[config.mk]
export PLATFORM = sky130hd
export DESIGN_NAME = logic_pipe
export DESIGN_NICKNAME = d
export VERILOG_FILES = /design/src/rtl/logic_pipe.sv
export SDC_FILE = /design/constraint.sdc
export NUM_CORES = 1
export LEC_CHECK = 0
export ABC_AREA = 1
export CORE_MARGIN = 4
export CORE_UTILIZATION = 47
export CTS_CLUSTER_DIAMETER = 120
export DETAILED_ROUTE_END_ITERATION = 8
export GPL_TIMING_DRIVEN = 1
export PLACE_DENSITY = 0.76
export SLEW_MARGIN = 20
export SYNTH_ARGS = -nofsm -noshare
export SYNTH_HDL_FRONTEND = slang
export SYNTH_SLANG_ARGS = --single-unit
[constraint.sdc]
create_clock -name clk -period 5.75 [get_ports clk]
set_clock_uncertainty 0.15 [all_clocks]
set_input_delay 1.725 -clock clk [delete_from_list [all_inputs] [get_ports clk]]
set_output_delay 1.725 -clock clk [all_outputs]
set_load 0.02 [all_outputs]
[src/rtl/logic_pipe.sv]
// Bitwise logic unit (AND/OR/XOR/NOR) behind a STAGES-deep valid/ready pipeline.
// The whole pipe freezes when the last stage holds a result the consumer refuses.
module logic_pipe #(
    parameter int WIDTH  = 32,
    parameter int STAGES = 2
) (
    input  logic             clk,
    input  logic             rst,
    input  logic             in_valid,
    output logic             in_ready,
    input  logic [WIDTH-1:0] a,
    input  logic [WIDTH-1:0] b,
    input  logic [1:0]       op,
    output logic             out_valid,
    input  logic             out_ready,
    output logic [WIDTH-1:0] y,
    output logic             zero,
    output logic [15:0]      count
);

    typedef enum logic [1:0] {
        OP_AND = 2'b00,
        OP_OR  = 2'b01,
        OP_XOR = 2'b10,
        OP_NOR = 2'b11
    } op_e;

    logic [WIDTH-1:0] data_q  [STAGES];
    logic             zero_q  [STAGES];
    logic             valid_q [STAGES];

    logic [WIDTH-1:0] res;
    logic             res_zero;
    logic             stall;

    always_comb begin
        res = '0;
        case (op_e'(op))
            OP_AND:  res = a & b;
            OP_OR:   res = a | b;
            OP_XOR:  res = a ^ b;
            OP_NOR:  res = ~(a | b);
            default: res = '0;
        endcase
        res_zero = (res == '0);
    end

    assign stall    = valid_q[STAGES-1] & ~out_ready;
    assign in_ready = ~stall;

    // Bubbles are carried along rather than squeezed out, so a single stall
    // term freezes every stage at once.
    always_ff @(posedge clk or posedge rst) begin
        if (rst) begin
            for (int i = 0; i < STAGES; i++) begin
                data_q[i]  <= '0;
                zero_q[i]  <= 1'b0;
                valid_q[i] <= 1'b0;
            end
        end else if (!stall) begin
            valid_q[0] <= in_valid;
            if (in_valid) begin
                data_q[0] <= res;
                zero_q[0] <= res_zero;
            end
            for (int i = 1; i < STAGES; i++) begin
                data_q[i]  <= data_q[i-1];
                zero_q[i]  <= zero_q[i-1];
                valid_q[i] <= valid_q[i-1];
            end
        end
    end

    always_ff @(posedge clk or posedge rst) begin
        if (rst) begin
            count <= 16'h0000;
        end else if (valid_q[STAGES-1] && out_ready) begin
            count <= count + 16'h0001;
        end
    end

    assign out_valid = valid_q[STAGES-1];
    assign y         = data_q[STAGES-1];
    assign zero      = zero_q[STAGES-1];

endmodule

Word level (Yosys, flattened, before mapping)
Index checks and enable logic that the tools add are counted.
{"block": "word_totals", "reg_bits": 84, "latchBits": 0, "ramBits": 0, "mem_bits_ro": 0, "input_bits": 70, "out_inout_bits": 51, "elab_cells": 23, "memories": 0}
{"block": "classes", "n_addsub": 1, "n_mul": 0, "div": 0, "n_lt_le_gt_ge": 0, "n_eq_ne": 3, "shifts": 0, "mux": 1, "n_bitwise": 7, "reduce_logical": 4}
{"cell": "32-bit case mux with 4 select lines", "n": 1}
{"cell": "32-bit AND", "n": 1}
{"cell": "32-bit zero test", "n": 1}
{"cell": "32-bit NOT", "n": 1}
{"cell": "32-bit bitwise OR", "n": 1}
{"cell": "32-bit XOR", "n": 1}
{"cell": "16-bit by 1-bit adder with 16-bit output (second input constant)", "n": 1}
{"cell": "2-bit == test (second input constant)", "n": 2}
{"cell": "2-bit by 1-bit == test with 1-bit output (second input constant)", "n": 1}
{"cell": "2-bit zero test", "n": 1}
{"cell": "1-bit NOT", "n": 2}
{"cell": "2-bit AND reduction", "n": 1}
{"cell": "1-bit AND", "n": 1}
{"cell": "1-bit logical AND", "n": 1}

Logic depth before layout (Yosys ltp)
Gate-level depths: netlist of the first run.
{"block": "logic_depth", "depth_word": 4, "depth_mapped": 12}

Least setup slack after synthesis of the first run
OpenSTA, ideal clock, no wires.
{"block": "synth_path", "path_type": "input to output", "start": "in out_ready", "end": "out in_ready", "t_arrival_ns": 2.390, "required_ns": 3.875, "slack_ns": 1.485, "path_stages": 4, "path_buffers": 2, "cell_sequence": "inv_1 -> nand2_1 -> buf_2 -> buf_1"}
{"block": "synth_between", "elab_chain_len": 3}
{"element": "start: declaration", "line": "15", "source": "input logic out_ready,"}
{"element": "1-bit NOT", "line": "48", "source": "assign stall = valid_q[STAGES-1] & ~out_ready;"}
{"element": "1-bit AND", "line": "48"}
{"element": "1-bit NOT (no line)"}
{"element": "end: declaration", "line": "10", "source": "output logic in_ready,"}
Every way passes these cells.

Worst setup path after layout of the first run
Same ends and word-level chain as after synthesis.

==> results.yml, run 1 <==
clock_tree:
  cts_buffer_depth: 2
  cts-hold-fix-buffers: 0
  clock_sinks: 84
  cts_made_buffers: 9
  post-cts-setup-buffers: 0
  clk_pin_slew_ps: 60
  cts_resized: 0
  clock-root-buffer: "clkbuf_16"
  htreeDepth: 3
  clk_latency_ps: 330
  tritoncts: "done"
worst_setup_path:
  r2r-start: "out_valid$_DFFE_PP0N_"
  ff2ff_path_depth: 10
  crit_end: "in_ready"
  arrival_ps: 3020
  path_max_fanout: 4
  r2r_slack_ps: 3650
  cp.required_ps: 3880
  startpoint_type: "primary input"
  r2r-end: "zero_q[1]$_DFFE_PP0P_"
  critPathKind: "primary input to output port"
  critPathMostFrequentCell: "clkdlybuf4s50_1"
  end_kind: "output port"
  crit_chain: "clkdlybuf4s50_1 > inv_1 > nand2_1 > clkdlybuf4s50_1"
  critPathMaxStageDelay_ps: 610
  startpoint: "out_ready"
  cp_slowest_cell: "clkdlybuf4s50_1"
power:
  p_per_area_nw_per_um2: 274
  swShare_pct: 31.8
  power_switching_uw: 622
  pwr-share-clk_pct: 29.2
  vdd_drop_max_mv: 0.161
  intPower_mw: 1.33
  sequentialPowerShare_pct: 39.9
  total_power_mw: 1.96
  leakage_nw: 3.73
  share_comb_of_total_power_pct: 30.8
global_routing:
  use_met2_pct: 27.4
  overflow: 0
  grt_use_met3_pct: 3.20
  grt_use_met1_pct: 25.4
  antenna_found_initial: 0
  grt_first_pass_wirelength_um: 20900
  busiest_layer: "met2"
  grt_max_degree: 62
  grt_use_total_pct: 17.7
  grt_pass1_vias: 4430
cells_and_area:
  areaGrowthSynthToFinish_pct: 21.9
  drive_gt1_share_pct: 3.36
  register_area_um2: 2100
  diodes: 0
  multiInputGateArea_um2: 2800
  fillers: 1136
  fin_nets: 993
floorplanning:
  start_util_pct: 48.3
  die_y_um: 120
  core_area_um2: 12100
  fp.dieW_um: 120
  fp.dieArea_um2: 14300
  fp-row-count: 40
  ios: 121
synth:
  yosys_warnings: 0
  synth.distinct_cells: 22
  syn_nets: 924
  synth_seq_area_share_pct: 35.9
  yosys.area.top_type: "dfrtp_1"
  ys_seq_elements: 84
  yosys-top-cells-area: "dfrtp_1 36%, ha_1 14%, nand2_1 12%, nand3_1 8.6%, inv_1 8.2%"
  synthesis.area_um2: 5850
  avgSynthCellArea_um2: 7.42
  synth_top_area_share_pct: 35.9
  synth_cells: 789
timing:
  min_period_ps: 4890
  hold_violations: 0
  finalCritPeriodShare_pct: 85.1
  clock.fmax_mhz: 204
  setup-tns-final_ps: 0
  rsz0062_at_grt: "false"
  setup_viol: 0
  worst-slew-pin-transition_ps: 964
  relSlewSlack_pct: 35.7
  setup_slack_ps: 857
  maxSlewViolCount: 0
placement:
  dp_worst_setup_slack_ps: 867
  gp_congestion: 0.821
  dp_hpwl_um: 9340
  port_buffers: 120
detailed_routing:
  vias: 4838
  wire_per_inst_um: 12.1
  dr.first_iter.drc_count: 314
  drt_pass1_iterations: 5
  drtAntennaViolNets: 0
  routed_wl_um: 12400
  drcViolationCount: 0
  vias_per_cell: 4.69
min_path:
  min_path_type: "flop to flop"
run:
  drv_cap: 0
status:
  status: "complete, no violations"
[cell usage in the layout, fill, tap and decap left out, types with 2 or more instances in the layout]
cell,instances
a21oi_1,4
buf_2,2
buf_4,5
clkbuf_16,9
clkbuf_8,2
clkdlybuf4s50_1,118
clkinv_2,2
dfrtp_1,84
ha_1,65
inv_1,127
inv_4,3
nand2_1,185
nand3_1,101
nand3b_1,14
nor2_1,82
nor3_1,6
o21ai_0,32
xnor2_1,6
xor2_1,8
[power groups by stage]
stage / Clock (mW) / Sequential, mW / Combinational [mW]
finish: 0.572 / 0.781 / 0.603
global route: 0.614 / 0.801 / 0.669
CTS: 0.586 / 0.782 / 0.612
detailed placement: 0 / 0.792 / 0.610
global placement: 0 / 0.788 / 0.597
floorplan: 0 / 0.801 / 0.393
[through the flow]
stage	cell area [um^2]	util (%)	cells	hold slack, ps
floorplan	5850	-	789	270
global placement	6830	56.4	1015	281
detailed placement	6830	56.4	1015	303
CTS	7140	58.9	1031	317
global route	7140	58.9	1031	341
finish	7140	58.9	1031	311
[how the worst min path moves through the flow]
stage	endpoint	start	slack (ps)	depth (start not counted)
after floorplan	out_valid$_DFFE_PP0N_	valid_q[1]$_DFFE_PP0N_	270	2
after detailed placement	out_valid$_DFFE_PP0N_	valid_q[1]$_DFFE_PP0N_	300	2
after global routing	out_valid$_DFFE_PP0N_	valid_q[1]$_DFFE_PP0N_	340	2
final	out_valid$_DFFE_PP0N_	valid_q[1]$_DFFE_PP0N_	310	2
after global placement	out_valid$_DFFE_PP0N_	valid_q[1]$_DFFE_PP0N_	280	2
after CTS	out_valid$_DFFE_PP0N_	valid_q[1]$_DFFE_PP0N_	320	2
[cell type report]
type | instances | share of cell area [%]
Multi-Input combinational cell | 508 | 39.2
Timing Repair Buffer | 125 | 17.2
Inverter | 130 | 6.94
Clock buffer | 12 | 3.59
Sequential cell | 84 | 29.4
Tap cell | 168 | 2.94
Clock inverter | 4 | 0.666
[state kept, by name, indices dropped and copies added, names as in the netlist]
signal,cells
data_q,32
y,32
count,16
out_valid,1
valid_q,1
zero,1
zero_q,1
[metal layers]
layer | routed length, um | part of all wire [%] | up-vias
met5 | 0 | 0 | -
met4 | 176 | 1.4 | 0
met2 | 5490 | 44 | 125
li1 | - | - | 2540
met1 | 6110 | 49 | 2163
met3 | 656 | 5.3 | 10
[kinds of logic (layout without fill, tap and decap cells)]
family	count (synthesis)	in the layout	synth area share [%]
simple gates	393	393	28.7
compound gates	36	36	3.08
xor+xnor	14	14	2.09
buf+inv	197	271	16.3
fa+ha+maj	65	65	13.9
flops	84	84	35.9
[critical path, delay by kind of cell]
kind                   cells  cell delay, ps
and+or+nand+nor            1              90
buffers and inverters      3            1200
[synthesized netlist by cell type]
master	count
buf_6	10
nor2_1	82
o21ai_0	32
clkbuf_1	8
nor3_2	1
dfrtp_1	84
nand4_1	1
nor2_2	1
buf_1	4
nand3b_1	14
xor2_1	8
nand3_1	101
ha_1	65
inv_1	128
nor3_1	6
buf_2	13
a21oi_1	4
xnor2_1	6
nand2_1	186
buf_4	32
inv_4	2
nand2_4	1
No activity file was read; power rests on OpenSTA's default activity.
==> inputs of run 2 (changes only) <==
--- a/config.mk
+++ b/config.mk
@@ -11,7 +11,8 @@
 export CTS_CLUSTER_DIAMETER = 120
 export DETAILED_ROUTE_END_ITERATION = 8
 export GPL_TIMING_DRIVEN = 1
-export PLACE_DENSITY = 0.76
+export HOLD_SLACK_MARGIN = 0.15
+export PLACE_DENSITY = 0.79
 export SLEW_MARGIN = 20
 export SYNTH_ARGS = -nofsm -noshare
 export SYNTH_HDL_FRONTEND = slang
==> constraint.sdc (replaced) <==
create_clock -name clk -period 4.4 [get_ports clk]
set_clock_uncertainty 0.15 [all_clocks]
set_input_delay 0.66 -clock clk [delete_from_list [all_inputs] [get_ports clk]]
set_output_delay 0.66 -clock clk [all_outputs]
set_load 0.02 [all_outputs]
==> results.yml, run 2 (synthesis results as in run 1) <==
timing:
  setup-tns-final_ps: 0
  min_period_ps: 2940
  worst-slew-pin-transition_ps: 919
  setup_viol: 0
  setup_slack_ps: 1460
  maxSlewViolCount: 0
  whs_ps: 306
  hold_violations: 0
  relSlewSlack_pct: 38.6
  clock.fmax_mhz: 340
  finalCritPeriodShare_pct: 66.8
  rsz0062_at_grt: "false"
worst_setup_path:
  r2r-start: "out_valid$_DFFE_PP0N_"
  r2r_slack_ps: 2300
  ff2ff_path_depth: 5
  cp.required_ps: 3590
  end_kind: "output port"
  critPathKind: "primary input to output port"
  crit_chain: "clkdlybuf4s50_1 > inv_1 > nand2_1 > clkdlybuf4s50_1"
  critPathMostFrequentCell: "clkdlybuf4s50_1"
  cp.buffers_inverters: 3
  critPathMaxStageDelay_ps: 660
  crit_family: "buffers and inverters"
  startpoint_type: "primary input"
  arrival_ps: 2130
  path_max_fanout: 9
  r2r-end: "y[17]$_DFFE_PP0N_"
  cp_slowest_cell: "clkdlybuf4s50_1"
clock_tree:
  clock-root-buffer: "clkbuf_16"
  clk_latency_ps: 330
  cts-hold-fix-buffers: 0
  cts_buffer_depth: 2
  cts_resized: 0
  htreeDepth: 3
  clk_pin_slew_ps: 60
  tritoncts: "done"
  clock_sinks: 84
  cts_made_buffers: 9
  post-cts-setup-buffers: 0
power:
  p_per_area_nw_per_um2: 350
  leakage_nw: 3.71
  total_power_mw: 2.48
  vdd_drop_max_mv: 0.160
floorplanning:
  start_util_pct: 48.3
  die_y_um: 120
  fp.dieW_um: 120
  fp-row-count: 40
  ios: 121
  core_area_um2: 12100
  fp.dieArea_um2: 14300
detailed_routing:
  drtAntennaViolNets: 0
  drcViolationCount: 0
  drt_pass1_iterations: 7
  vias_per_cell: 4.70
  routed_wl_um: 12200
  vias: 4844
  wire_per_inst_um: 11.9
  dr.first_iter.drc_count: 251
cells_and_area:
  final_cell_mix: "186 x nand2_1, 127 x inv_1, 118 x clkdlybuf4s50_1"
  final_cells: 1030
  register_area_um2: 2100
  layout_commonest_cell: "nand2_1"
  post-route-util_pct: 58.6
  areaGrowthSynthToFinish_pct: 21.3
  final_area_um2: 7100
  drive_gt1_share_pct: 3.02
  fillers: 1137
  diodes: 0
  multiInputGateArea_um2: 2800
  fin_nets: 993
placement:
  gp_congestion: 0.826
  dp_hpwl_um: 9280
  place_inst: 1015
  port_buffers: 120
  placed_area_um2: 6830
  dp_worst_setup_slack_ps: 1460
global_routing:
  grt_use_total_pct: 17.1
  grt_max_degree: 65
  grt_pass1_vias: 4278
  overflow: 0
  antenna_found_initial: 0
  grt_first_pass_wirelength_um: 20200
run:
  drv_cap: 0
status:
  status: "complete, no violations"
min_path:
  worstHoldStart: "valid_q[1]$_DFFE_PP0N_"
  hold_path_end: "out_valid$_DFFE_PP0N_"
  hold_path_depth: 2
  min_path_type: "flop to flop"
[run 2: changes by cell type in the layout (fill, tap and decap cells not counted), sizes merged]
cell,before,now
bufinv,1,0
clkbuf,12,13
clkinvlp,1,0
[run 2: worst max path at each step]
stage                     cells after the start  startpoint              endpoint
after global routing                          4   out_ready              in_ready
after global placement                        4   out_ready              in_ready
after detailed placement                      4   out_ready              in_ready
after CTS                                     4   out_ready              in_ready
final                                         4   out_ready              in_ready
after floorplan                               1         rst  count[0]$_DFFE_PP0P_
[run 2: power by group]
group,switching [mW],total (mW),leakage [nW],internal [mW]
Clock,0.273,0.681,0.135,0.408
Sequential,0.0964,1.02,1.06,0.923
Combinational,0.431,0.783,2.52,0.352
Total,0.801,2.48,3.71,1.68
[run 2: final cells by class]
| cell class | count | area share, % |
|---|---|---|
| Tap cell | 168 | 2.96 |
| Timing Repair Buffer | 125 | 17.3 |
| Inverter | 130 | 6.98 |
| Clock inverter | 2 | 0.141 |
| Sequential cell | 84 | 29.6 |
| Multi-Input combinational cell | 508 | 39.4 |
| Clock buffer | 13 | 3.66 |
[run 2: worst reg2reg max path: cells and delay by family (launching register included)]
family	cells	cell delay, ps
and+or+nand+nor	3	470
buffers and inverters	2	1020
DFF	1	400
[run 2: per-layer routing]
layer	GRT usage (%)	wire length (um)
met1	24.8	5960
met2	25.8	5450
met3	3.11	678
met4	5.23	138
met5	0	0
